## src/rtl/uart_rx_controller.sv

```systemverilog
// rtl/uart_rx_controller.sv - 8E1 UART receiver with centre sampling and parity/framing status
//
// Purpose:
//   Synchronises the asynchronous rx line, detects the start edge, samples
//   start/data/parity/stop at the bit centre and presents the byte with a
//   one-cycle valid strobe plus parity and framing status.
//
// Parameters:
//   CLKS_PER_BIT  clk cycles per bit period (even, 4..65535)
//
// Configuration macro:
//   RX_PARITY_CHECK_EN  defined: even parity is checked and reported on
//                       parity_err. Undefined: the parity bit time is still
//                       consumed but its value is ignored; parity_err is 0.
//
// Ports:
//   clk         system clock, rising edge
//   reset       synchronous active-high reset
//   rx          asynchronous serial input, idles high
//   rx_data     last received byte, held until the next frame completes
//   rx_valid    one-cycle strobe when a frame completes
//   parity_err  parity status of the last frame (qualified by rx_valid, held)
//   frame_err   stop bit sampled low in the last frame (qualified by rx_valid, held)
//   busy        high whenever the receiver is not idle

module uart_rx_controller #(
  parameter int CLKS_PER_BIT = 16
) (
  input  logic       clk,
  input  logic       reset,
  input  logic       rx,
  output logic [7:0] rx_data,
  output logic       rx_valid,
  output logic       parity_err,
  output logic       frame_err,
  output logic       busy
);

  localparam int CW = $clog2(CLKS_PER_BIT);
  localparam logic [CW-1:0] HALF_LAST = CW'(CLKS_PER_BIT / 2 - 1);
  localparam logic [CW-1:0] BIT_LAST  = CW'(CLKS_PER_BIT - 1);

  typedef enum logic [2:0] {
    IDLE,
    START,
    DATA,
    PARITY,
    STOP
  } state_t;

  state_t state;
  state_t state_next;

  logic          rx_meta;
  logic          rx_sync;
  logic          rx_prev;
  logic [CW-1:0] cnt;
  logic [2:0]    bit_idx;
  logic [7:0]    shift_reg;
  logic [7:0]    rx_data_q;
  logic          parity_err_q;
  logic          frame_err_q;
  logic          parity_calc;

  logic          half_hit;
  logic          bit_hit;
  logic          sample_bit;
  logic          sample_par;
  logic          done;

  // Two-flop synchroniser plus one history flop for edge detection. All
  // reset to the idle line level so reset never fakes a start edge.
  always_ff @(posedge clk) begin
    if (reset) begin
      rx_meta <= 1'b1;
      rx_sync <= 1'b1;
      rx_prev <= 1'b1;
    end else begin
      rx_meta <= rx;
      rx_sync <= rx_meta;
      rx_prev <= rx_sync;
    end
  end

  assign half_hit = (cnt == HALF_LAST);
  assign bit_hit  = (cnt == BIT_LAST);

  always_ff @(posedge clk) begin
    if (reset) begin
      state <= IDLE;
    end else begin
      state <= state_next;
    end
  end

  always_comb begin
    state_next = state;
    sample_bit = 1'b0;
    sample_par = 1'b0;
    done       = 1'b0;
    case (state)
      IDLE: begin
        // Only a high-to-low transition starts a frame; a line stuck low
        // (e.g. after a framing error) never retriggers.
        if (rx_prev && !rx_sync) begin
          state_next = START;
        end
      end
      START: begin
        // Re-check the start bit at its centre to reject glitches.
        if (half_hit) begin
          state_next = rx_sync ? IDLE : DATA;
        end
      end
      DATA: begin
        if (bit_hit) begin
          sample_bit = 1'b1;
          if (bit_idx == 3'd7) begin
            state_next = PARITY;
          end
        end
      end
      PARITY: begin
        if (bit_hit) begin
          sample_par = 1'b1;
          state_next = STOP;
        end
      end
      STOP: begin
        // Leave half a bit early so a back-to-back start edge is caught.
        if (bit_hit) begin
          done       = 1'b1;
          state_next = IDLE;
        end
      end
      default: begin
        state_next = IDLE;
      end
    endcase
  end

  // Because START ends at the half-bit point, every later N-cycle wrap
  // lands on a bit centre.
  always_ff @(posedge clk) begin
    if (reset) begin
      cnt <= '0;
    end else if (state == IDLE || state_next != state || bit_hit) begin
      cnt <= '0;
    end else begin
      cnt <= cnt + CW'(1);
    end
  end

  always_ff @(posedge clk) begin
    if (reset) begin
      bit_idx   <= 3'd0;
      shift_reg <= 8'h00;
    end else begin
      if (state == START && state_next == DATA) begin
        bit_idx <= 3'd0;
      end else if (sample_bit) begin
        bit_idx <= bit_idx + 3'd1;
      end
      // LSB arrives first, so shifting right leaves it in bit 0 after 8 bits.
      if (sample_bit) begin
        shift_reg <= {rx_sync, shift_reg[7:1]};
      end
    end
  end

`ifdef RX_PARITY_CHECK_EN
  logic par_bit;

  always_ff @(posedge clk) begin
    if (reset) begin
      par_bit <= 1'b0;
    end else if (sample_par) begin
      par_bit <= rx_sync;
    end
  end

  assign parity_calc = ^{shift_reg, par_bit};
`else
  assign parity_calc = 1'b0;
`endif

  always_ff @(posedge clk) begin
    if (reset) begin
      rx_data_q    <= 8'h00;
      parity_err_q <= 1'b0;
      frame_err_q  <= 1'b0;
    end else if (done) begin
      rx_data_q    <= shift_reg;
      parity_err_q <= parity_calc;
      frame_err_q  <= ~rx_sync;
    end
  end

  // The strobe fires in the stop-sample cycle itself; the byte and status
  // are bypassed to the outputs in that cycle and held by the registers
  // from the next cycle onward.
  assign rx_valid   = done;
  assign rx_data    = done ? shift_reg   : rx_data_q;
  assign parity_err = done ? parity_calc : parity_err_q;
  assign frame_err  = done ? ~rx_sync    : frame_err_q;
  assign busy       = (state != IDLE);

endmodule

```

## config.mk

```make
export PLATFORM = sky130hd
export DESIGN_NAME = uart_rx_controller
export DESIGN_NICKNAME = d
export VERILOG_FILES = /design/src/rtl/uart_rx_controller.sv
export SDC_FILE = /design/constraint.sdc
export NUM_CORES = 1
export LEC_CHECK = 0
export BUFFER_PORTS_ARGS = -buffer_cell sky130_fd_sc_hd__buf_2
export CAP_MARGIN = 15
export CORE_ASPECT_RATIO = 0.8
export CORE_MARGIN = 4
export CORE_UTILIZATION = 45
export CTS_BUF_LIST = sky130_fd_sc_hd__clkbuf_4 sky130_fd_sc_hd__clkbuf_8 sky130_fd_sc_hd__clkbuf_16
export CTS_CLUSTER_DIAMETER = 50
export DETAILED_ROUTE_END_ITERATION = 8
export MAX_ROUTING_LAYER = met4
export PLACE_DENSITY_LB_ADDON = 0.15
export REMOVE_ABC_BUFFERS = 1
export SLEW_MARGIN = 30
export SYNTH_ARGS = -nofsm -noshare
export SYNTH_HDL_FRONTEND = slang
export SYNTH_SLANG_ARGS = --single-unit
```

## constraint.sdc

```tcl
create_clock -name clk -period 3.8 [get_ports clk]
set_input_delay 0.76 -clock clk [delete_from_list [all_inputs] [get_ports clk]]
set_output_delay 0.76 -clock clk [all_outputs]
set_load 0.01 [all_outputs]
```

==> impl_metrics.csv, run 1 <==
group,metric,value,unit
placed_design,dpl.cell_count,200,
setup_path,path_max_fanout,26,
synth,yosysTopAreaCellShare,45.0,%
placed_design,place_ws,1060,ps
drt,drt_iter0_drc,86,
drt,wl_per_cell,13.6,microns
layout,drive_above_1_share,16.5,%
setup_path,crit_type,"reg -> out",
grt,grt_first_pass_wirelength,4950,microns
clock_tree,clk_path_buf_depth,2,
sta,layout_min_cycle_time,3070,ps
layout,seqCellArea,621,sq um
grt,grt_most_used_layer,"met2",
layout,fillCellCount,265,
clock_tree,clk_pin_slew,70,ps
grt,use_met3,4.58,%
synth,syn_avg_cell_area,8.56,sq um
clock_tree,post-cts-setup-buffers,0,
grt,grt_use_met1,20.9,%
floorplan,core,0.00285,sq mm
clock_tree,root_buffer,"clkbuf_8",
floorplan,design.portCount,15,
power,power.leakage,0.638,nW
setup_path,crit_path_end_kind,"primary output",
sta,slew_headroom,44.9,%
floorplan,rows,17,
layout,syn2layout_area_growth,11.9,%
drt,vias_per_cell,5.67,
job,drv_cap,0,
setup_path,reg2regPathDepth,4,
setup_path,reg2reg_slack,1750,ps
floorplan,fp.dieW,69.9,microns
synth,syn_area,0.00138,sq mm
sta,clock_skew,6.21,ps
power,pwr-share-comb,1.8,%
placed_design,port_buffers,14,
synth,synth_top_family_by_area,"simple AND/OR/NAND/NOR gates",
floorplan,fp.dieH,57.5,microns
power,p_sw_share,19.1,%
grt,grt_overflow_total,0,
synth,synthCells,161,
layout,finalNonFillerCells,208,
clock_tree,worst_skew_pair.late_latency,280,ps
grt,grt_pass1_vias,1059,
sta,finalHoldViolCount,0,
sta,tns,0,ps
setup_path,worstSetupStartpoint,"cnt[0]",
setup_path,r2r-end,"frame_err_q",
drt,vias,1180,
clock_tree,hold_buffers,0,
power,power.density,436,mW/mm^2
min_path,hold_path_startpoint,"rx_meta",
synth,ys_seq_area_share,45.0,%
power,p_clk_share,49.1,%
clock_tree,cts_max_level,2,
clock_tree,cts_tree,"built",
synth,synth_compound_area_share,21.7,%
grt,use_met2,23.0,%
layout,multiInputGateArea,686,sq um
placed_design,gp_congestion,0.752,
power,p_switching,0.000128,W
clock_tree,cts_resized,0,
floorplan,die_area,0.00402,sq mm
floorplan,initial_utilization,48.3,%
drt,drc,0,
sta,worst_hold_slack,406,ps
synth,synth_largest_area_cell,"dfxtp_1",
synth,yosysWarnings,0,
layout,n_antenna_cell,0,
synth,ys_seq_elements,31,
min_path,holdPathEnd,"rx_sync",
synth,synth_mux_area_share,0,%
grt,grt.total_usage,15.9,%
power,power.total,0.000672,W
sta,finalSetupViolCount,0,
synth,synthXorXnorAreaFrac,1.91,%
synth,synthDistinctLibCells,31,
clock_tree,cts_sinks,31,
synth,synth_edf_count,0,
setup_path,worstPathArrival,2310,ps
setup_path,r2r-start,"cnt[0]",
sta,rsz0062_at_grt,"false",
sta,worstMarginPinSlew,824,ps
sta,period_share,80.7,%
min_path,hold_path.class,"reg -> reg",
clock_tree,cts_buffers,5,
grt,grt_max_degree,29,
synth,synth_area_leaders,"dfxtp_1 45%, nand3_1 8.4%, o21ai_0 7.6%, a21oi_1 7.3%, nand2_1 3.3%",
placed_design,hpwl,1830,microns
power,p_int,0.000544,W
status,outcome,"complete, no violations",
synth,synth-adder-area-share,2.72,%
sta,fin_ws,732,ps
min_path,hold_path_depth,1,
drt,firstDrtPassIters,4,
power,peakVddDrop,0.000227,V
drt,wirelength,2830,microns
setup_path,start_kind,"flop",
synth,synth_flop_cell,"dfxtp_1",
setup_path,cp.required,3040,ps
layout,final_nets,175,
synth,synthSimpleGateAreaFrac,23.4,%
synth,yosysMostFrequentCell,"dfxtp_1",
sta,drv_slew,0,
sta,fmax,0.326,GHz
synth,synthTopCellsByCount,"31 x dfxtp_1, 23 x nand3_1, 21 x o21ai_0",
grt,antenna_found_initial,0,
drt,detail-route-antenna-nets,0,
synth,ys_async_sr_fraction,0,%
power,p_seq_share,49.1,%
==> logic make-up (layout without fill, tap and decap cells) <==
group	Yosys count	count (layout)
simple gates	58	58
xor+xnor	3	3
buf+inv	13	22
compound gates	53	53
fa+ha+maj	3	3
flops	31	31
==> per-stage QoR <==
stage	cell area, sq um	utilization, %
2_1_floorplan	1310	-
3_3_place_gp	1420	50.0
3_5_place_dp	1420	50.0
4_1_cts	1540	54.1
5_1_grt	1540	54.1
6_report	1540	54.1
==> power groups by stage <==
stage | Sequential [W] | Combinational (W) | Clock [W]
floorplan | 0.000336 | 0.00000578 | 0
global placement | 0.000337 | 0.0000118 | 0
detailed placement | 0.000337 | 0.0000121 | 0
CTS | 0.000330 | 0.0000121 | 0.000337
global route | 0.000330 | 0.0000134 | 0.000353
finish | 0.000330 | 0.0000121 | 0.000330
==> area by class of cell <==
class | count | area share (%)
multi-input combinational | 117 | 44.5
sequential | 31 | 40.3
clock buffer | 6 | 5.36
timing repair buffer | 14 | 4.55
tap | 38 | 3.08
clock inverter | 2 | 2.27
==> metal layers <==
metal	wire length, microns	vias up
li1	-	595
met1	1320	538
met2	1270	38
met3	197	9
met4	42	0
met5	0	-
==> placed cells by master, fill, tap and decap left out <==
cell type	n
nand3b_1	2
clkinv_2	1
o22ai_1	1
nand2_1	12
o21bai_1	2
o21a_1	1
ha_1	3
nor2b_1	2
o21ai_0	21
dfxtp_1	31
xor2_1	3
or3_1	3
buf_2	14
nor3b_1	2
nand2b_1	2
a311oi_1	2
nand3_1	23
a21oi_1	20
and3_1	1
or2_2	3
nor3b_2	2
a211oi_1	2
or4_1	1
or3b_4	1
a31oi_1	2
bufinv_16	1
clkbuf_8	6
or3b_1	1
a41o_1	1
nor2_1	3
o32a_1	1
==> how the worst max path moves through the flow <==
stage                  to  slack [ps]
2_1_floorplan   frame_err        1490
3_3_place_gp    frame_err        1090
3_5_place_dp    frame_err        1060
4_1_cts         frame_err         730
5_1_grt        rx_data[7]         510
6_report        frame_err         730
==> critical path, cell delays in order (launching register included) <==
cell	delay, ps
dfxtp_1	360
ha_1	260
nand3_1	620
or3_1	600
nand2_1	60
buf_2	120
Power figures use the tool's default switching activity.
==> run 2: changes to the inputs <==
clock period = 2.6 ns   (was 3.8 ns; I/O delays follow)
==> run 2 against run 1 <==
Net effect:
- routed wire length increased by 3.2%
- combinational power increased by 45%
- die area unchanged
- non-clock buffer count increased by 2
- total power increased by 37%
- critical path depth increased by 1
- setup slack got worse by 570 ps
- via count increased by 1.5%
- final cell count increased by 0.96%
- clock skew increased by 2.6 ps
- sequential share of layout area decreased by 0.098 points
- critical path type unchanged
- largest power group unchanged
==> impl_metrics.csv, run 2 (synthesis results as in run 1) <==
group,metric,value,unit
setup_path,crit_family,"buffers and inverters",
placed_design,gp_congestion,0.812,
layout,n_antenna_cell,0,
clock_tree,post-cts-setup-buffers,0,
sta,drv_slew,0,
clock_tree,worst_skew_pair.late_latency,280,ps
grt,grt_most_used_layer,"met1",
status,outcome,"complete, no violations",
setup_path,path_max_fanout,18,
layout,syn2layout_area_growth,12.2,%
sta,period_share,93.6,%
sta,worstMarginPinSlew,637,ps
grt,grt_overflow_total,0,
setup_path,cp_num_buf_inv,2,
drt,wl_per_cell,13.9,microns
drt,vias_per_cell,5.70,
floorplan,die_area,0.00402,sq mm
setup_path,cp_slowest_cell,"dfxtp_1",
min_path,hold_path.class,"reg -> reg",
grt,grt_first_pass_wirelength,5020,microns
grt,grt_pass1_vias,1075,
drt,vias,1198,
setup_path,critPathMaxStageDelay,360,ps
sta,fmax,0.411,GHz
sta,layout_min_cycle_time,2430,ps
clock_tree,cts_buffers,5,
job,drv_cap,0,
clock_tree,clk_pin_slew,60,ps
setup_path,crit_path_end_kind,"primary output",
grt,antenna_found_initial,0,
power,power.total,0.000923,W
grt,use_met2,21.7,%
grt,grt.total_usage,15.9,%
drt,wirelength,2920,microns
layout,layout_commonest_cell,"dfxtp_1",
floorplan,core,0.00285,sq mm
setup_path,reg2reg_slack,910,ps
drt,drc,0,
sta,finalHoldViolCount,0,
floorplan,initial_utilization,48.3,%
grt,use_met3,5.46,%
clock_tree,clk_path_buf_depth,2,
layout,drive_above_1_share,18.0,%
sta,clock_skew,8.78,ps
setup_path,start_kind,"flop",
setup_path,path_cells,"ha_1 -> nand3_1 -> buf_4 -> o21ai_0 -> nand2_1 -> buf_2",
setup_path,cp.required,2080,ps
clock_tree,cts_sinks,31,
setup_path,worstPathArrival,1910,ps
placed_design,hpwl,1870,microns
drt,detail-route-antenna-nets,0,
grt,grt_use_met1,21.8,%
sta,rsz0062_at_grt,"false",
sta,slew_headroom,57.3,%
sta,finalSetupViolCount,0,
clock_tree,cts_max_level,2,
setup_path,crit_type,"reg -> out",
grt,grt_max_degree,29,
floorplan,rows,17,
power,power.leakage,0.644,nW
clock_tree,root_buffer,"clkbuf_8",
placed_design,port_buffers,14,
layout,fin_util,54.2,%
layout,final_nets,177,
floorplan,design.portCount,15,
power,peakVddDrop,0.000412,V
sta,tns,0,ps
layout,layout_common_cells,"31 x dfxtp_1, 23 x nand3_1, 21 x o21ai_0",
drt,firstDrtPassIters,4,
power,power.density,597,mW/mm^2
clock_tree,cts_tree,"built",
floorplan,fp.dieW,69.9,microns
drt,drt_iter0_drc,123,
floorplan,fp.dieH,57.5,microns
## run 2: changes by cell type in the layout (fill, tap and decap cells not counted), sizes merged
| cell | previous run | this run |
|---|---|---|
| buf | 14 | 16 |
| clkinv | 1 | 0 |
| clkbuf | 6 | 8 |
| bufinv | 1 | 0 |
## run 2: path summary, 6_finish.rpt
check | from | end | depth (start not counted)
setup / recovery | cnt[0] | rx_data[3] | 6
hold / removal | rx_meta | rx_sync | 1
setup reg to reg | state[1] | bit_idx[0] | 3
hold reg to reg | rx_meta | rx_sync | 1
## run 2: final cells by class
| type | count | area, sq um |
|---|---|---|
| multi-input cells | 117 | 688 |
| well taps | 38 | 47.5 |
| flip-flops and latches | 31 | 621 |
| repair buffers | 16 | 85.1 |
| fillers | 277 | 1310 |
| clock buffers | 8 | 104 |
## run 2: through the flow
step	cell area, sq um	setup WS (ps)	hold slack, ps	instances
floorplan	1310	532	389	148
global placement	1440	444	398	202
detailed placement	1440	414	397	202
CTS	1540	87.7	409	210
global route	1550	13.8	420	210
finish	1550	166	412	210
## run 2: where the power goes
part           internal, W  switching (W)
clock             0.000252       0.000171
sequential        0.000478     0.00000481
combinational   0.00000716      0.0000103
## run 2: worst register-to-register path: cells and delay by family (launching register included)
kind / cells / cell delay (ps)
and+or+nand+nor: 2 / 840
DFF: 1 / 620
AOI/OAI and AO/OA: 1 / 150
## run 2: per-layer routing
layer	part of all wire [%]	wire, microns
met5	0	0
met4	0.82	24
met3	6.4	187
met2	42	1210
met1	51	1500
## run 2: what timing repair did
| action | in CTS | in global routing |
|---|---|---|
| endpoints found under the hold margin | 0 | 0 |
| endpoints found under the setup margin | 0 | 1 |
| gates resized for setup | 0 | 1 |
| hold buffers | 0 | 0 |
==> run 3: changes to the inputs <==
CTS_BUF_LIST = sky130_fd_sc_hd__clkbuf_8   (was sky130_fd_sc_hd__clkbuf_4 sky130_fd_sc_hd__clkbuf_8 sky130_fd_sc_hd__clkbuf_16)
==> run 3 against run 2 <==
Net effect:
- total power shrank 1.6%
- combinational power is essentially flat
- clock power shrank 4%
- worst hold slack is essentially flat
- routed wire length is essentially flat
- core utilization shrank 0.13 points
- setup slack gained 6.4 ps
- sequential share of layout area grew 0.098 points
- highest routed layer unchanged
==> impl_metrics.csv, run 3 (synthesis results as in run 1) <==
group,metric,value,unit
layout,fin_util,54.1,%
sta,fmax,0.412,GHz
power,pwr-share-comb,1.9,%
placed_design,dpl.cell_count,202,
floorplan,design.portCount,15,
sta,finalSetupViolCount,0,
sta,fin_ws,172,ps
job,drv_cap,0,
layout,layout_common_cells,"31 x dfxtp_1, 23 x nand3_1, 21 x o21ai_0",
layout,n_antenna_cell,0,
min_path,hold_path.class,"reg -> reg",
power,peakVddDrop,0.000406,V
grt,grt.total_usage,16.0,%
setup_path,crit_type,"reg -> out",
drt,vias,1178,
grt,grt_pass1_vias,1073,
setup_path,cp.required,2080,ps
floorplan,core,0.00285,sq mm
setup_path,path_cells,"ha_1 -> nand3_1 -> buf_4 -> o21ai_0 -> nand2_1 -> buf_2",
sta,tns,0,ps
clock_tree,clk_path_buf_depth,2,
layout,drive_above_1_share,17.4,%
layout,final_nets,177,
sta,clock_skew,10.9,ps
drt,vias_per_cell,5.61,
clock_tree,root_buffer,"clkbuf_8",
clock_tree,cts_max_level,2,
grt,grt_first_pass_wirelength,5040,microns
sta,finalHoldViolCount,0,
power,p_seq_share,53.2,%
sta,drv_slew,0,
clock_tree,cts_sinks,31,
clock_tree,cts_buffers,5,
power,p_sw_share,20.4,%
layout,finalNonFillerCells,210,
placed_design,gp_congestion,0.812,
placed_design,place_area,0.00144,sq mm
power,power.density,589,mW/mm^2
drt,firstDrtPassIters,4,
sta,slew_headroom,55.7,%
sta,layout_min_cycle_time,2430,ps
power,p_switching,0.000185,W
drt,detail-route-antenna-nets,0,
drt,drc,0,
clock_tree,worst_skew_pair.late_latency,280,ps
setup_path,start_kind,"flop",
grt,grt_max_degree,29,
layout,finalInstanceArea,0.00154,sq mm
placed_design,hpwl,1870,microns
floorplan,fp.dieH,57.5,microns
drt,wirelength,2930,microns
power,power.leakage,0.645,nW
grt,grt_overflow_total,0,
floorplan,rows,17,
setup_path,worstPathArrival,1910,ps
setup_path,critPathMaxStageDelay,360,ps
drt,drt_iter0_drc,102,
drt,wl_per_cell,13.9,microns
setup_path,reg2reg_slack,910,ps
grt,antenna_found_initial,0,
placed_design,port_buffers,14,
sta,worstMarginPinSlew,661,ps
clock_tree,cts_tree,"built",
floorplan,fp.dieW,69.9,microns
clock_tree,clk_pin_slew,60,ps
sta,rsz0062_at_grt,"false",
setup_path,cp_slowest_cell,"dfxtp_1",
setup_path,path_max_fanout,18,
floorplan,die_area,0.00402,sq mm
setup_path,crit_path_end_kind,"primary output",
power,p_clk_share,44.8,%
sta,period_share,93.4,%
floorplan,initial_utilization,48.3,%
status,outcome,"complete, no violations",
layout,syn2layout_area_growth,11.9,%
power,p_int,0.000723,W
layout,layout_commonest_cell,"dfxtp_1",
placed_design,place_ws,414,ps
## run 3: per-layer routing
| metal | up-vias | part of all wire (%) | GRT usage [%] |
|---|---|---|---|
| li1 | 600 | - | - |
| met1 | 551 | 51 | 21.9 |
| met2 | 24 | 43 | 21.8 |
| met3 | 3 | 4.9 | 5.46 |
| met4 | 0 | 0.82 | 5.46 |
| met5 | - | 0 | - |
## run 3: final cells by class
cell class,count,area [sq um]
clock inverters,1,3.75
fillers,279,1310
flip-flops and latches,31,621
clock buffers,7,96.3
multi-input cells,117,688
well taps,38,47.5
repair buffers,16,85.1
## run 3: critical path, delay by kind of cell, from the launching register on
kind | cells | cell delay (ps)
DFF | 1 | 360
AOI/OAI and AO/OA | 1 | 240
buffers and inverters | 2 | 430
and+or+nand+nor | 2 | 350
adders and majority gates | 1 | 250
## run 3: final timing paths
path	depth (start not counted)	startpoint	end
min reg2reg	1	rx_meta	rx_sync
max	6	cnt[0]	rx_data[3]
max reg2reg	3	state[1]	bit_idx[0]
min	1	rx_meta	rx_sync
## run 3: metrics by stage
| stage | power [W] | hold WS (ps) |
|---|---|---|
| 2_1_floorplan | 0.000500 | 389 |
| 3_3_place_gp | 0.000510 | 398 |
| 3_5_place_dp | 0.000511 | 397 |
| 4_1_cts | 0.000919 | 409 |
| 5_1_grt | 0.000948 | 420 |
| 6_report | 0.000908 | 412 |
## run 3: repair_timing
| item | CTS | global route |
|---|---|---|
| endpoints found under the setup margin | 0 | 1 |
| gates resized for setup | 0 | 1 |
| buffers inserted | 0 | 0 |
| endpoints found under the hold margin | 0 | 0 |
| hold buffers | 0 | 0 |
## run 3: power by group through the flow
stage               clock (W)  sequential [W]  combinational, W
detailed placement          0        0.000493         0.0000174
global route         0.000446        0.000483         0.0000192
global placement            0        0.000493         0.0000172
floorplan                   0        0.000492        0.00000845
CTS                  0.000419        0.000483         0.0000175
finish               0.000407        0.000483         0.0000176
